===== src/rtl/mem_seq_pkg.sv =====
// Shared encodings and helpers for the sub-word memory sequencer.
package mem_seq_pkg;

    localparam int unsigned DATA_W = 32;
    localparam int unsigned ADDR_W = 32;
    localparam int unsigned OP_W   = 3;

    localparam logic [OP_W-1:0] OP_LW = 3'b000;
    localparam logic [OP_W-1:0] OP_LH = 3'b001;
    localparam logic [OP_W-1:0] OP_LB = 3'b010;
    localparam logic [OP_W-1:0] OP_SW = 3'b100;
    localparam logic [OP_W-1:0] OP_SH = 3'b101;
    localparam logic [OP_W-1:0] OP_SB = 3'b110;

    typedef enum logic [1:0] {
        S_IDLE = 2'd0,
        S_RD   = 2'd1,
        S_WR   = 2'd2,
        S_DONE = 2'd3
    } state_e;

    // True for the six defined opcodes.
    function automatic logic op_legal(input logic [OP_W-1:0] o);
        return (o == OP_LW) || (o == OP_LH) || (o == OP_LB) ||
               (o == OP_SW) || (o == OP_SH) || (o == OP_SB);
    endfunction

    // True for the three load opcodes.
    function automatic logic op_is_load(input logic [OP_W-1:0] o);
        return (o == OP_LW) || (o == OP_LH) || (o == OP_LB);
    endfunction

endpackage


===== src/rtl/mem_subword_seq_if.sv =====
// Word-wide synchronous memory bus between the sequencer and the memory.
interface mem_subword_seq_if;
    import mem_seq_pkg::*;

    logic [ADDR_W-1:0] mem_addr;
    logic              mem_wr;
    logic [DATA_W-1:0] mem_wdata;
    logic [DATA_W-1:0] mem_rdata;

    modport master (output mem_addr, output mem_wr, output mem_wdata, input mem_rdata);
    modport slave  (input mem_addr, input mem_wr, input mem_wdata, output mem_rdata);
endinterface


===== src/rtl/mem_subword_merge.sv =====
// Low-lane sub-word merge for stores and zero-extension for loads.
module mem_subword_merge
    import mem_seq_pkg::*;
(
    input  logic [OP_W-1:0]   op,
    input  logic [DATA_W-1:0] word,
    input  logic [DATA_W-1:0] store_data,
    output logic [DATA_W-1:0] wr_word_c,
    output logic [DATA_W-1:0] ld_word_c
);

    // Byte/half always sits in the low lane; addr[1:0] plays no part.
    always_comb begin
        wr_word_c = store_data;
        ld_word_c = word;
        case (op)
            OP_SH:   wr_word_c = {word[31:16], store_data[15:0]};
            OP_SB:   wr_word_c = {word[31:8], store_data[7:0]};
            OP_LH:   ld_word_c = {16'b0, word[15:0]};
            OP_LB:   ld_word_c = {24'b0, word[7:0]};
            default: ;
        endcase
    end

endmodule


===== src/rtl/mem_subword_seq.sv =====
// Multicycle LW/LH/LB/SW/SH/SB sequencer; sub-word stores are read-modify-write.
module mem_subword_seq
    import mem_seq_pkg::*;
#(
    parameter int unsigned MEM_LAT = 1
) (
    input  logic                clk,
    input  logic                reset,
    input  logic                start,
    input  logic [OP_W-1:0]     op,
    input  logic [ADDR_W-1:0]   addr,
    input  logic [DATA_W-1:0]   store_data,
    output logic                busy,
    output logic                done,
    output logic                err,
    output logic [DATA_W-1:0]   load_data,
    mem_subword_seq_if.master   mem
);

    localparam int unsigned CNT_W = $clog2(MEM_LAT + 1);

    state_e            state_q, state_d;
    logic [CNT_W-1:0]  cnt_q, cnt_d;
    logic [OP_W-1:0]   op_q, op_d;
    logic [ADDR_W-1:0] addr_q, addr_d;
    logic [DATA_W-1:0] data_q, data_d;
    logic [DATA_W-1:0] word_q, word_d;
    logic              busy_q, busy_d;
    logic              done_q, done_d;
    logic              err_q, err_d;
    logic [DATA_W-1:0] load_q, load_d;
    logic              mem_wr_q, mem_wr_d;
    logic [DATA_W-1:0] mem_wdata_q, mem_wdata_d;

    logic              rd_last_c;
    logic [OP_W-1:0]   merge_op_c;
    logic [DATA_W-1:0] merge_data_c;
    logic [DATA_W-1:0] wr_word_c;
    logic [DATA_W-1:0] ld_word_c;

    // Word register captures read data on the last RD cycle.
    always_comb begin
        rd_last_c = (state_q == S_RD) && (cnt_q == CNT_W'(MEM_LAT));
        word_d    = rd_last_c ? mem.mem_rdata : word_q;
    end

    // In IDLE the merge must see the live request (SW goes straight to WR).
    always_comb begin
        merge_op_c   = (state_q == S_IDLE) ? op : op_q;
        merge_data_c = (state_q == S_IDLE) ? store_data : data_q;
    end

    mem_subword_merge u_merge (
        .op         (merge_op_c),
        .word       (word_d),
        .store_data (merge_data_c),
        .wr_word_c  (wr_word_c),
        .ld_word_c  (ld_word_c)
    );

    // Next state, latched request and registered outputs decoded from next state.
    always_comb begin
        state_d     = state_q;
        cnt_d       = cnt_q;
        op_d        = op_q;
        addr_d      = addr_q;
        data_d      = data_q;
        load_d      = load_q;
        err_d       = 1'b0;

        case (state_q)
            S_IDLE: begin
                if (start) begin
                    op_d   = op;
                    addr_d = addr;
                    data_d = store_data;
                    if (!op_legal(op)) begin
                        state_d = S_DONE;
                        err_d   = 1'b1;
                    end else if (op == OP_SW) begin
                        state_d = S_WR;
                    end else begin
                        state_d = S_RD;
                        cnt_d   = CNT_W'(1);
                    end
                end
            end
            S_RD: begin
                if (rd_last_c) begin
                    if (op_is_load(op_q)) begin
                        state_d = S_DONE;
                        load_d  = ld_word_c;
                    end else begin
                        state_d = S_WR;
                    end
                end else begin
                    cnt_d = cnt_q + CNT_W'(1);
                end
            end
            S_WR:    state_d = S_DONE;
            S_DONE:  state_d = S_IDLE;
            default: state_d = S_IDLE;
        endcase

        busy_d      = (state_d != S_IDLE);
        done_d      = (state_d == S_DONE);
        mem_wr_d    = (state_d == S_WR);
        mem_wdata_d = (state_d == S_WR) ? wr_word_c : '0;
    end

    // State and output registers with synchronous reset.
    always_ff @(posedge clk) begin
        if (reset) begin
            state_q     <= S_IDLE;
            cnt_q       <= '0;
            op_q        <= '0;
            addr_q      <= '0;
            data_q      <= '0;
            word_q      <= '0;
            busy_q      <= 1'b0;
            done_q      <= 1'b0;
            err_q       <= 1'b0;
            load_q      <= '0;
            mem_wr_q    <= 1'b0;
            mem_wdata_q <= '0;
        end else begin
            state_q     <= state_d;
            cnt_q       <= cnt_d;
            op_q        <= op_d;
            addr_q      <= addr_d;
            data_q      <= data_d;
            word_q      <= word_d;
            busy_q      <= busy_d;
            done_q      <= done_d;
            err_q       <= err_d;
            load_q      <= load_d;
            mem_wr_q    <= mem_wr_d;
            mem_wdata_q <= mem_wdata_d;
        end
    end

    assign busy          = busy_q;
    assign done          = done_q;
    assign err           = err_q;
    assign load_data     = load_q;
    assign mem.mem_addr  = addr_q;
    assign mem.mem_wr    = mem_wr_q;
    assign mem.mem_wdata = mem_wdata_q;

endmodule


===== src/flat_wrapper.sv =====
// flat-port wrapper written by rule: the top's interface ports become plain ports
module mem_subword_seq_flat import mem_seq_pkg::*;
#(
    parameter int unsigned MEM_LAT = 1
)
  (clk, reset, start, op, addr, store_data, busy, done, err, load_data, mem_mem_addr, mem_mem_wr, mem_mem_wdata, mem_mem_rdata);
  mem_subword_seq_if mem_i ();
  input  logic clk;
  input  logic reset;
  input  logic start;
  input  logic [OP_W-1:0] op;
  input  logic [ADDR_W-1:0] addr;
  input  logic [DATA_W-1:0] store_data;
  output logic busy;
  output logic done;
  output logic err;
  output logic [DATA_W-1:0] load_data;
  output wire logic [$bits(mem_i.mem_addr)-1:0] mem_mem_addr;
  output wire logic [$bits(mem_i.mem_wr)-1:0] mem_mem_wr;
  output wire logic [$bits(mem_i.mem_wdata)-1:0] mem_mem_wdata;
  input wire logic [$bits(mem_i.mem_rdata)-1:0] mem_mem_rdata;
  assign mem_mem_addr = mem_i.mem_addr;
  assign mem_mem_wr = mem_i.mem_wr;
  assign mem_mem_wdata = mem_i.mem_wdata;
  assign mem_i.mem_rdata = mem_mem_rdata;
  mem_subword_seq #(.MEM_LAT(MEM_LAT)) u_core (.clk(clk), .reset(reset), .start(start), .op(op), .addr(addr), .store_data(store_data), .busy(busy), .done(done), .err(err), .load_data(load_data), .mem(mem_i));
endmodule

===== config.mk =====
export PLATFORM = sky130hd
export DESIGN_NAME = mem_subword_seq_flat
export DESIGN_NICKNAME = d
export VERILOG_FILES = /design/src/rtl/mem_seq_pkg.sv /design/src/rtl/mem_subword_seq_if.sv /design/src/rtl/mem_subword_merge.sv /design/src/rtl/mem_subword_seq.sv /design/src/flat_wrapper.sv
export SDC_FILE = /design/constraint.sdc
export NUM_CORES = 1
export LEC_CHECK = 0
export CAP_MARGIN = 40
export CORE_ASPECT_RATIO = 1.75
export CORE_MARGIN = 2
export CORE_UTILIZATION = 47
export DETAILED_ROUTE_END_ITERATION = 8
export PLACE_DENSITY = 0.8
export SYNTH_ARGS = -nofsm -noshare
export SYNTH_HDL_FRONTEND = slang
export SYNTH_SLANG_ARGS = --single-unit

===== constraint.sdc =====
create_clock -name clk -period 2.15 [get_ports clk]
set_clock_uncertainty 0.15 [all_clocks]
set_input_delay 0.215 -clock clk [delete_from_list [all_inputs] [get_ports clk]]
set_output_delay 0.215 -clock clk [all_outputs]
set_load 0.005 [all_outputs]

== After elaboration in Yosys (flattened, before gate mapping) ==
Cells that the tools add are included.
Word-level totals
  bits in registers: 170
  output and inout port bits: 100
Operators by class
  add/sub/neg operators: 1
  eq/ne operators: 20
  muxes and demuxes: 17
  bitwise logic cells: 3
  reduce and logical (&&, ||, !) cells: 18
Operator list (count)
  case mux 32 bit (2 select lines): 2
  2-to-1 mux 32 bit: 2
  equality test 3 bit (second input constant): 5
  equality test 3 x 1 -> 1 bit (second input constant): 3
  equality test 3 x 2 -> 1 bit (second input constant): 3
  equality test 2 bit (second input constant): 4
  2-to-1 mux 2 bit: 4
  != test 2 bit (second input constant): 4
  case mux 2 bit (4 select lines): 1
  logical OR 1 bit: 7
  zero test 3 bit: 2
  2-to-1 mux 1 bit: 6
  AND reduction 5 bit: 1
  nonzero test 2 bit: 2
  2-to-1 mux 3 bit: 1
  NOT 1 bit: 3
  AND reduction 3 bit: 1
  OR reduction 3 bit: 1
  equality test 2 x 1 -> 1 bit (second input constant): 1
  zero test 2 bit: 1
  case mux 1 bit (2 select lines): 1
  AND reduction 2 bit: 1
  OR reduction 2 bit: 1
  adder 1 bit (second input constant): 1
  logical AND 1 bit: 1

== Depth between registers and ports, before layout ==
Gate-level depths: netlist (run 1).
  word-level depth: 12
  gate-level depth with buffers: 9
  mapped depth without buffers: 4

== Cells and area by module ==
A second synthesis (run 1) with hierarchy kept.
Second synthesis, totals
  cell total of the unflattened synthesis: 745
  area total of the unflattened synthesis: 6834.1 um^2
Modules (own cells, without submodules)
  mem_subword_seq: times used 1, cells each 673, area each 6185.9 um^2, seq. area each 3403.3 um^2
  mem_subword_merge: times used 1, cells each 72, area each 648.1 um^2, seq. area each 0.0 um^2

== Worst setup path before layout (run 1) ==
No wires, ideal clock.
  path type: reg2reg
  start: register u_core.state_q[1]
  end: register u_core.mem_wdata_q[13] (netlist: u_core.mem.mem_wdata[13])
  data arrival time: 1583 ps
  data required time: 1900 ps
  setup slack: 318 ps
  stages on the path, launching flop included: 8
  buffers on the path: 3
  cells stage by stage: dfxtp_1 buf_6 or3b_1 buf_2 a21oi_4 o21ai_4 buf_6 a2111oi_4
Between the ends
  longest elaborated chain between the ends: 7
RTL lines
  from (decl): line mem_subword_seq.sv:22  | state_e state_q, state_d;
  from (signal assigned): line mem_subword_seq.sv:127  | state_q <= state_d;
  equality test 2 x 1 -> 1 bit: line mem_subword_seq.sv:43, mem_subword_seq.sv:71
  logical AND 1 bit: line mem_subword_seq.sv:43  | rd_last_c = (state_q == S_RD) && (cnt_q == CNT_W'(MEM_LAT));
  2-to-1 mux 2 bit: line mem_subword_seq.sv:89  | if (rd_last_c) begin
  case mux 2 bit (4 select lines): line mem_subword_seq.sv:71  | case (state_q)
  equality test 2 bit: line mem_subword_seq.sv:108  | mem_wdata_d = (state_d == S_WR) ? wr_word_c : '0;
  NOT 1 bit (no line)
  OR reduction 2 bit (no line)
  to (signal assigned): line mem_subword_seq.sv:138  | mem_wdata_q <= mem_wdata_d;
  to (decl): line mem_subword_seq.sv:33  | logic [DATA_W-1:0] mem_wdata_q, mem_wdata_d;
Parallel ways exist; a longest one is shown, timed or not.
A chain may end at the register's enable or synchronous reset.

== Final worst setup path (run 1) ==
  start: register u_core.state_q[0]
  end: register u_core.mem_wdata_q[9] (netlist: u_core.mem.mem_wdata[9])
Same word-level chain as after synthesis.

==> flow_summary.yaml, run 1 <==
run_status:
  status: "finished, final reports clean"
critical_path:
  r2r_slack_ps: 110
  end_kind: "flip-flop"
  critPathBufInv: 1
  path_class: "flip-flop to flip-flop"
  critical_path_required_ps: 2290
  critical_path_arrival_ps: 2180
  timing.rr.start: "u_core.state_q[0]"
  path_cells: "buf_4, or4b_1, o21ai_2, a221oi_1, a2111oi_2"
  crit_fanout: 10
  reg2regPathDepth: 5
  cpMaxStageDelayCell: "or4b_1"
  critical-path-top-delay-family: "compound AO/OA/AOI/OAI gates"
  startpoint_type: "flip-flop"
  slowest_delay_ps: 500
  regToRegEndpoint: "u_core.mem.mem_wdata[9]"
clock_tree:
  clk-insertion-delay-late_ps: 410
  clockBufferDepth: 2
  cts.sinks: 170
  cts_buffers: 17
  cts_root_buf: "clkbuf_16"
  path_clk_slew_ps: 70
  cts-resized-gates: 0
  cts_tree: "yes"
  cts_max_level: 4
placement:
  io_buffers: 201
  gp_congestion: 0.825
  hpwlAfterDp_um: 13500
  dpl_worst_slack_ps: -197
  place_area_um2: 8900
power:
  peakVddDrop_uv: 657
  p_leak_uw: 0.00370
  pwr_density_cell_nw_per_um2: 833
  switching_share_pct: 27.3
  p_switching_uw: 2160
  p_int_uw: 5760
  seqPwrFrac_pct: 43.3
  p_comb_share_pct: 20.3
  power.share.clock_pct: 36.4
yosys:
  mappedNetlistArea_um2: 6490
  avgSynthCellArea_um2: 9.87
  synth_seq_cells: 170
  synth_ff_type: "dfxtp_1"
  yosys_warnings: 0
  seq_area_frac_synth_pct: 52.4
  synth_nets: 760
  yosysMostFrequentCell: "dfxtp_1"
  synth_edf_count: 0
  synth_top_cell_by_area: "dfxtp_1"
  netlist_top_cells_count: "170 x dfxtp_1, 135 x nand2_1, 69 x a21oi_1"
  synthCells: 658
  synthArstFlopShare_pct: 0
  synth_area_leaders: "dfxtp_1 52%, mux2i_1 8.6%, nand2_1 7.8%"
  yosys.area.top_type_share_pct: 52.4
  ys_types: 40
sta:
  setup_viol: 0
  fin_crit_ps: 2040
  slew_viol_final: 0
  rsz0062_at_grt: "no"
  timing.fmax_mhz: 491
  slew_headroom_pct: 52.8
  max_slew.worst_pin.slew_ps: 707
  finalHoldViolations: 0
  fin_crit_sh_pct: 94.7
  final.setup.worst_slack_ps: 114
die:
  die_y_um: 159
  core.rowCount: 56
  die_w_um: 92.8
  core_area_um2: 13500
  start_util_pct: 48.3
  die_area_um2: 14800
  ios: 202
routing:
  met3_length_um: 1150
  wl_um: 18900
  dr.pass1.iters: 6
  wire_per_inst_um: 17.7
  met1_length_um: 6510
  viasPerCell: 5.32
  wl_met2_um: 10200
  num_vias: 5665
  top_layer_used: "met4"
  drc_errors: 0
  final_antenna_net_count: 0
  drtIter0Drc: 266
finish:
  nFillCells: 1033
  final_area_um2: 9520
  nets: 980
  diodes: 0
  synthToLayoutAreaGrowth_pct: 46.7
  drive_above_1_share_pct: 13.5
global_routing:
  grtUsageTotal_pct: 25.2
  grt_pass1_vias: 5963
  grt_pass1_wl_um: 29200
  grt.overflow.total: 0
  grt_max_degree: 108
  antenna_found_initial: 0
hold_path:
  hp-start: "addr[10]"
  worstHoldPathCells: 3
  hold_class: "primary input to flip-flop"
  min_to: "u_core.mem.mem_addr[10]"
run:
  drv_cap: 0
power by group through the flow:
stage          clock [µW]  sequential (µW)  combinational [µW]
2_1_floorplan           0             3480                 850
4_1_cts              2930             3430                1580
3_3_place_gp            0             3490                1510
5_1_grt              3060             3450                1730
3_5_place_dp            0             3500                1560
6_report             2890             3430                1610
layout by cell type, fill, tap and decap left out, types with 5 or more instances in the layout:
| cell type | n |
|---|---|
| a211oi_1 | 8 |
| dfxtp_1 | 170 |
| nor2_1 | 43 |
| o2bb2ai_1 | 24 |
| clkbuf_16 | 18 |
| mux2i_1 | 56 |
| nand2_1 | 135 |
| nor3_1 | 9 |
| a221oi_1 | 8 |
| nor2b_1 | 25 |
| buf_4 | 45 |
| buf_12 | 8 |
| a2111oi_2 | 21 |
| a21oi_1 | 69 |
| clkinvlp_4 | 5 |
| clkdlybuf4s50_1 | 200 |
worst reg2reg max path: cells and delay by family (launching register included):
kind,cells,cell delay (ps)
flops,1,320
buf+inv,1,170
compound gates,3,790
simple gates,1,500
how the worst max path moves through the flow:
stage,from,endpoint,cells after the start
global route,u_core.state_q[0],u_core.mem.mem_wdata[9],5
detailed placement,op[0],u_core.mem.mem_wdata[9],5
finish,u_core.state_q[0],u_core.mem.mem_wdata[9],5
CTS,u_core.state_q[0],u_core.mem.mem_wdata[9],5
global placement,op[0],u_core.mem.mem_wdata[10],6
floorplan,u_core.state_q[1],u_core.mem.mem_wdata[13],7
per-layer routing:
metal / up-vias / track usage, %
met5: - / 0
met2: 235 / 47.2
met4: 0 / 13.9
met1: 2661 / 24.0
met3: 58 / 7.15
li1: 2711 / -
repair_timing:
item / CTS / global route
setup endpoints to repair: 0 / 12
endpoints found under the hold margin: 1 / 0
buffers inserted: 0 / 3
hold buffers: 1 / 0
final cells by class:
cell class                      instances  area (µm²)  area share (%)
Clock buffer                           20         447            4.69
Clock inverter                         12         113            1.18
Inverter                                3        11.3           0.118
Multi-Input combinational cell        431        2790            29.3
Sequential cell                       170        3400            35.7
Tap cell                              174         218            2.29
Timing Repair Buffer                  255        2530            26.6
cell families (layout without fill, tap and decap cells):
family	count (synthesis)	after routing	synth area share, %
compound gates	148	148	19.1
mux	56	56	8.64
buf+inv	57	290	4.78
simple gates	225	225	14.8
xor+xnor	2	2	0.270
flops	170	170	52.4
stage by stage:
| stage | instances | utilization, % | TNS [ps] | power, µW | hold WS, ps |
|---|---|---|---|---|---|
| 2_1_floorplan | 658 | - | 0 | 4330 | 201 |
| 3_5_place_dp | 1028 | 66.2 | -3260 | 5060 | 297 |
| 4_1_cts | 1061 | 70.4 | 0 | 7940 | 176 |
| 5_1_grt | 1065 | 70.8 | 0 | 8240 | 188 |
| 3_3_place_gp | 1028 | 66.2 | -621 | 5000 | 290 |
| 6_report | 1065 | 70.8 | 0 | 7930 | 190 |
sequential cells by signal (all words and copies together), names as in the netlist:
register	count
u_core.cnt_q	1
u_core.load_data	32
u_core.done	1
u_core.op_q	3
u_core.err	1
u_core.data_q	32
u_core.state_q	2
u_core.mem.mem_addr	32
u_core.mem.mem_wdata	32
u_core.busy	1
u_core.mem.mem_wr	1
u_core.word_q	32
No activity file was read; power rests on OpenSTA's default activity.
==> run 2, diff against run 1 <==
--- a/config.mk
+++ b/config.mk
@@ -6,11 +6,11 @@
 export NUM_CORES = 1
 export LEC_CHECK = 0
 export CAP_MARGIN = 40
-export CORE_ASPECT_RATIO = 1.75
+export CORE_ASPECT_RATIO = 1.1
 export CORE_MARGIN = 2
 export CORE_UTILIZATION = 47
 export DETAILED_ROUTE_END_ITERATION = 8
-export PLACE_DENSITY = 0.8
+export PLACE_DENSITY = 0.91
 export SYNTH_ARGS = -nofsm -noshare
 export SYNTH_HDL_FRONTEND = slang
 export SYNTH_SLANG_ARGS = --single-unit
==> flow_summary.yaml, run 2 (synthesis results as in run 1) <==
clock_tree:
  clk-insertion-delay-late_ps: 420
  clockBufferDepth: 2
  cts-resized-gates: 0
  cts.sinks: 170
  cts_tree: "yes"
  cts_max_level: 4
  postCtsSetupBuffers: 0
  cts_hold_buffers: 0
  path_clk_slew_ps: 60
  cts_root_buf: "clkbuf_16"
  cts_buffers: 17
critical_path:
  crit_fanout: 10
  critical-path-top-delay-family: "compound AO/OA/AOI/OAI gates"
  end_kind: "flip-flop"
  critPathBufInv: 1
  cpMaxStageDelayCell: "or4b_1"
  startpoint_type: "flip-flop"
  critical_path_arrival_ps: 2200
  path_class: "flip-flop to flip-flop"
  path_cells: "buf_4, or4b_1, o21ai_4, a221oi_1, a2111oi_2"
  critical_path_required_ps: 2310
  slowest_delay_ps: 570
finish:
  multi_input_area_um2: 2800
  final_common_cell: "clkdlybuf4s50_1"
  drive_above_1_share_pct: 13.2
  nets: 975
  final_cell_mix: "200 x clkdlybuf4s50_1, 170 x dfxtp_1, 135 x nand2_1"
  nFillCells: 980
  fin_util_pct: 69.4
  diodes: 0
  synthToLayoutAreaGrowth_pct: 45.6
  final-seq-area_um2: 3400
sta:
  fin_hold_ws_ps: 34.6
  max_slew.worst_pin.slew_ps: 827
  finalHoldViolations: 0
  rsz0062_at_grt: "no"
  slew_viol_final: 0
  timing.fmax_mhz: 491
  fin_crit_sh_pct: 94.8
  fin_crit_ps: 2040
  setup_viol: 0
  slew_headroom_pct: 44.8
  setup_tns_ps: 0
global_routing:
  antenna_found_initial: 0
  grt_pass1_wl_um: 26900
  grt.overflow.total: 0
  grt_max_degree: 69
  grt_pass1_vias: 5326
  grtUsageTotal_pct: 23.7
hold_path:
  hold_class: "primary input to flip-flop"
power:
  p_comb_share_pct: 20.1
  switching_share_pct: 27.6
  power.share.clock_pct: 35.7
  peakVddDrop_uv: 730
  p_int_uw: 5620
  seqPwrFrac_pct: 44.2
  pwr_density_cell_nw_per_um2: 821
  p_leak_uw: 0.00368
  p_switching_uw: 2140
die:
  core.rowCount: 45
  ios: 202
  die_y_um: 127
  core_area_um2: 13600
  die_area_um2: 14800
  start_util_pct: 47.6
  die_w_um: 116
routing:
  drtIter0Drc: 446
  drc_errors: 0
  final_antenna_net_count: 0
  wl_um: 17700
  viasPerCell: 5.17
  num_vias: 5550
  dr.pass1.iters: 4
  wire_per_inst_um: 16.5
placement:
  io_buffers: 201
  hpwlAfterDp_um: 12600
  gp_congestion: 0.847
run:
  drv_cap: 0
run_status:
  status: "finished, final reports clean"
run 2: metrics by stage:
| stage | cell area (µm²) | setup WS, ps | total power, µW | cells |
|---|---|---|---|---|
| finish | 9450 | 113 | 7760 | 1074 |
| global route | 9450 | 8.82 | 8070 | 1074 |
| CTS | 9440 | 81.9 | 7800 | 1074 |
| detailed placement | 8910 | -129 | 5040 | 1042 |
| global placement | 8910 | -67.2 | 5000 | 1042 |
| floorplan | 6490 | 318 | 4330 | 658 |
run 2: routing by layer:
layer | global-route usage [%] | routed length (µm)
met3 | 7.97 | 1290
met5 | 0 | 0
met4 | 7.77 | 351
met2 | 41.6 | 8970
met1 | 27.0 | 7080
run 2: final cells by class:
| class | count | share of cell area (%) |
|---|---|---|
| flip-flops and latches | 170 | 36.0 |
| multi-input cells | 431 | 29.6 |
| repair buffers | 250 | 26.1 |
| clock buffers | 19 | 4.69 |
| well taps | 188 | 2.49 |
| clock inverters | 13 | 0.980 |
| inverters | 3 | 0.119 |
run 2: power groups by stage:
stage / clock network (µW) / registers (µW) / logic, µW
2_1_floorplan: 0 / 3480 / 850
3_3_place_gp: 0 / 3480 / 1510
3_5_place_dp: 0 / 3490 / 1540
4_1_cts: 2820 / 3430 / 1560
5_1_grt: 2950 / 3440 / 1670
6_report: 2770 / 3430 / 1560
run 2: worst paths after layout:
kind                                         from                       end  slack (ps)  depth (start not counted)
worst max-delay path            u_core.state_q[1]  u_core.mem.mem_wdata[11]         110                          5
worst min-delay path                        reset         u_core.word_q[25]          30                          2
worst max register to register  u_core.state_q[1]  u_core.mem.mem_wdata[11]         110                          5
worst min register to register  u_core.data_q[15]         u_core.data_q[15]         300                          2
==> run 3, diff against run 2 <==
--- a/config.mk
+++ b/config.mk
@@ -11,6 +11,7 @@
 export CORE_UTILIZATION = 47
 export DETAILED_ROUTE_END_ITERATION = 8
 export PLACE_DENSITY = 0.91
+export SKIP_CTS_REPAIR_TIMING = 1
 export SYNTH_ARGS = -nofsm -noshare
 export SYNTH_HDL_FRONTEND = slang
 export SYNTH_SLANG_ARGS = --single-unit
==> results of run 3 <==
Same layout as run 2: the final DEF is identical, and so are final timing and power.
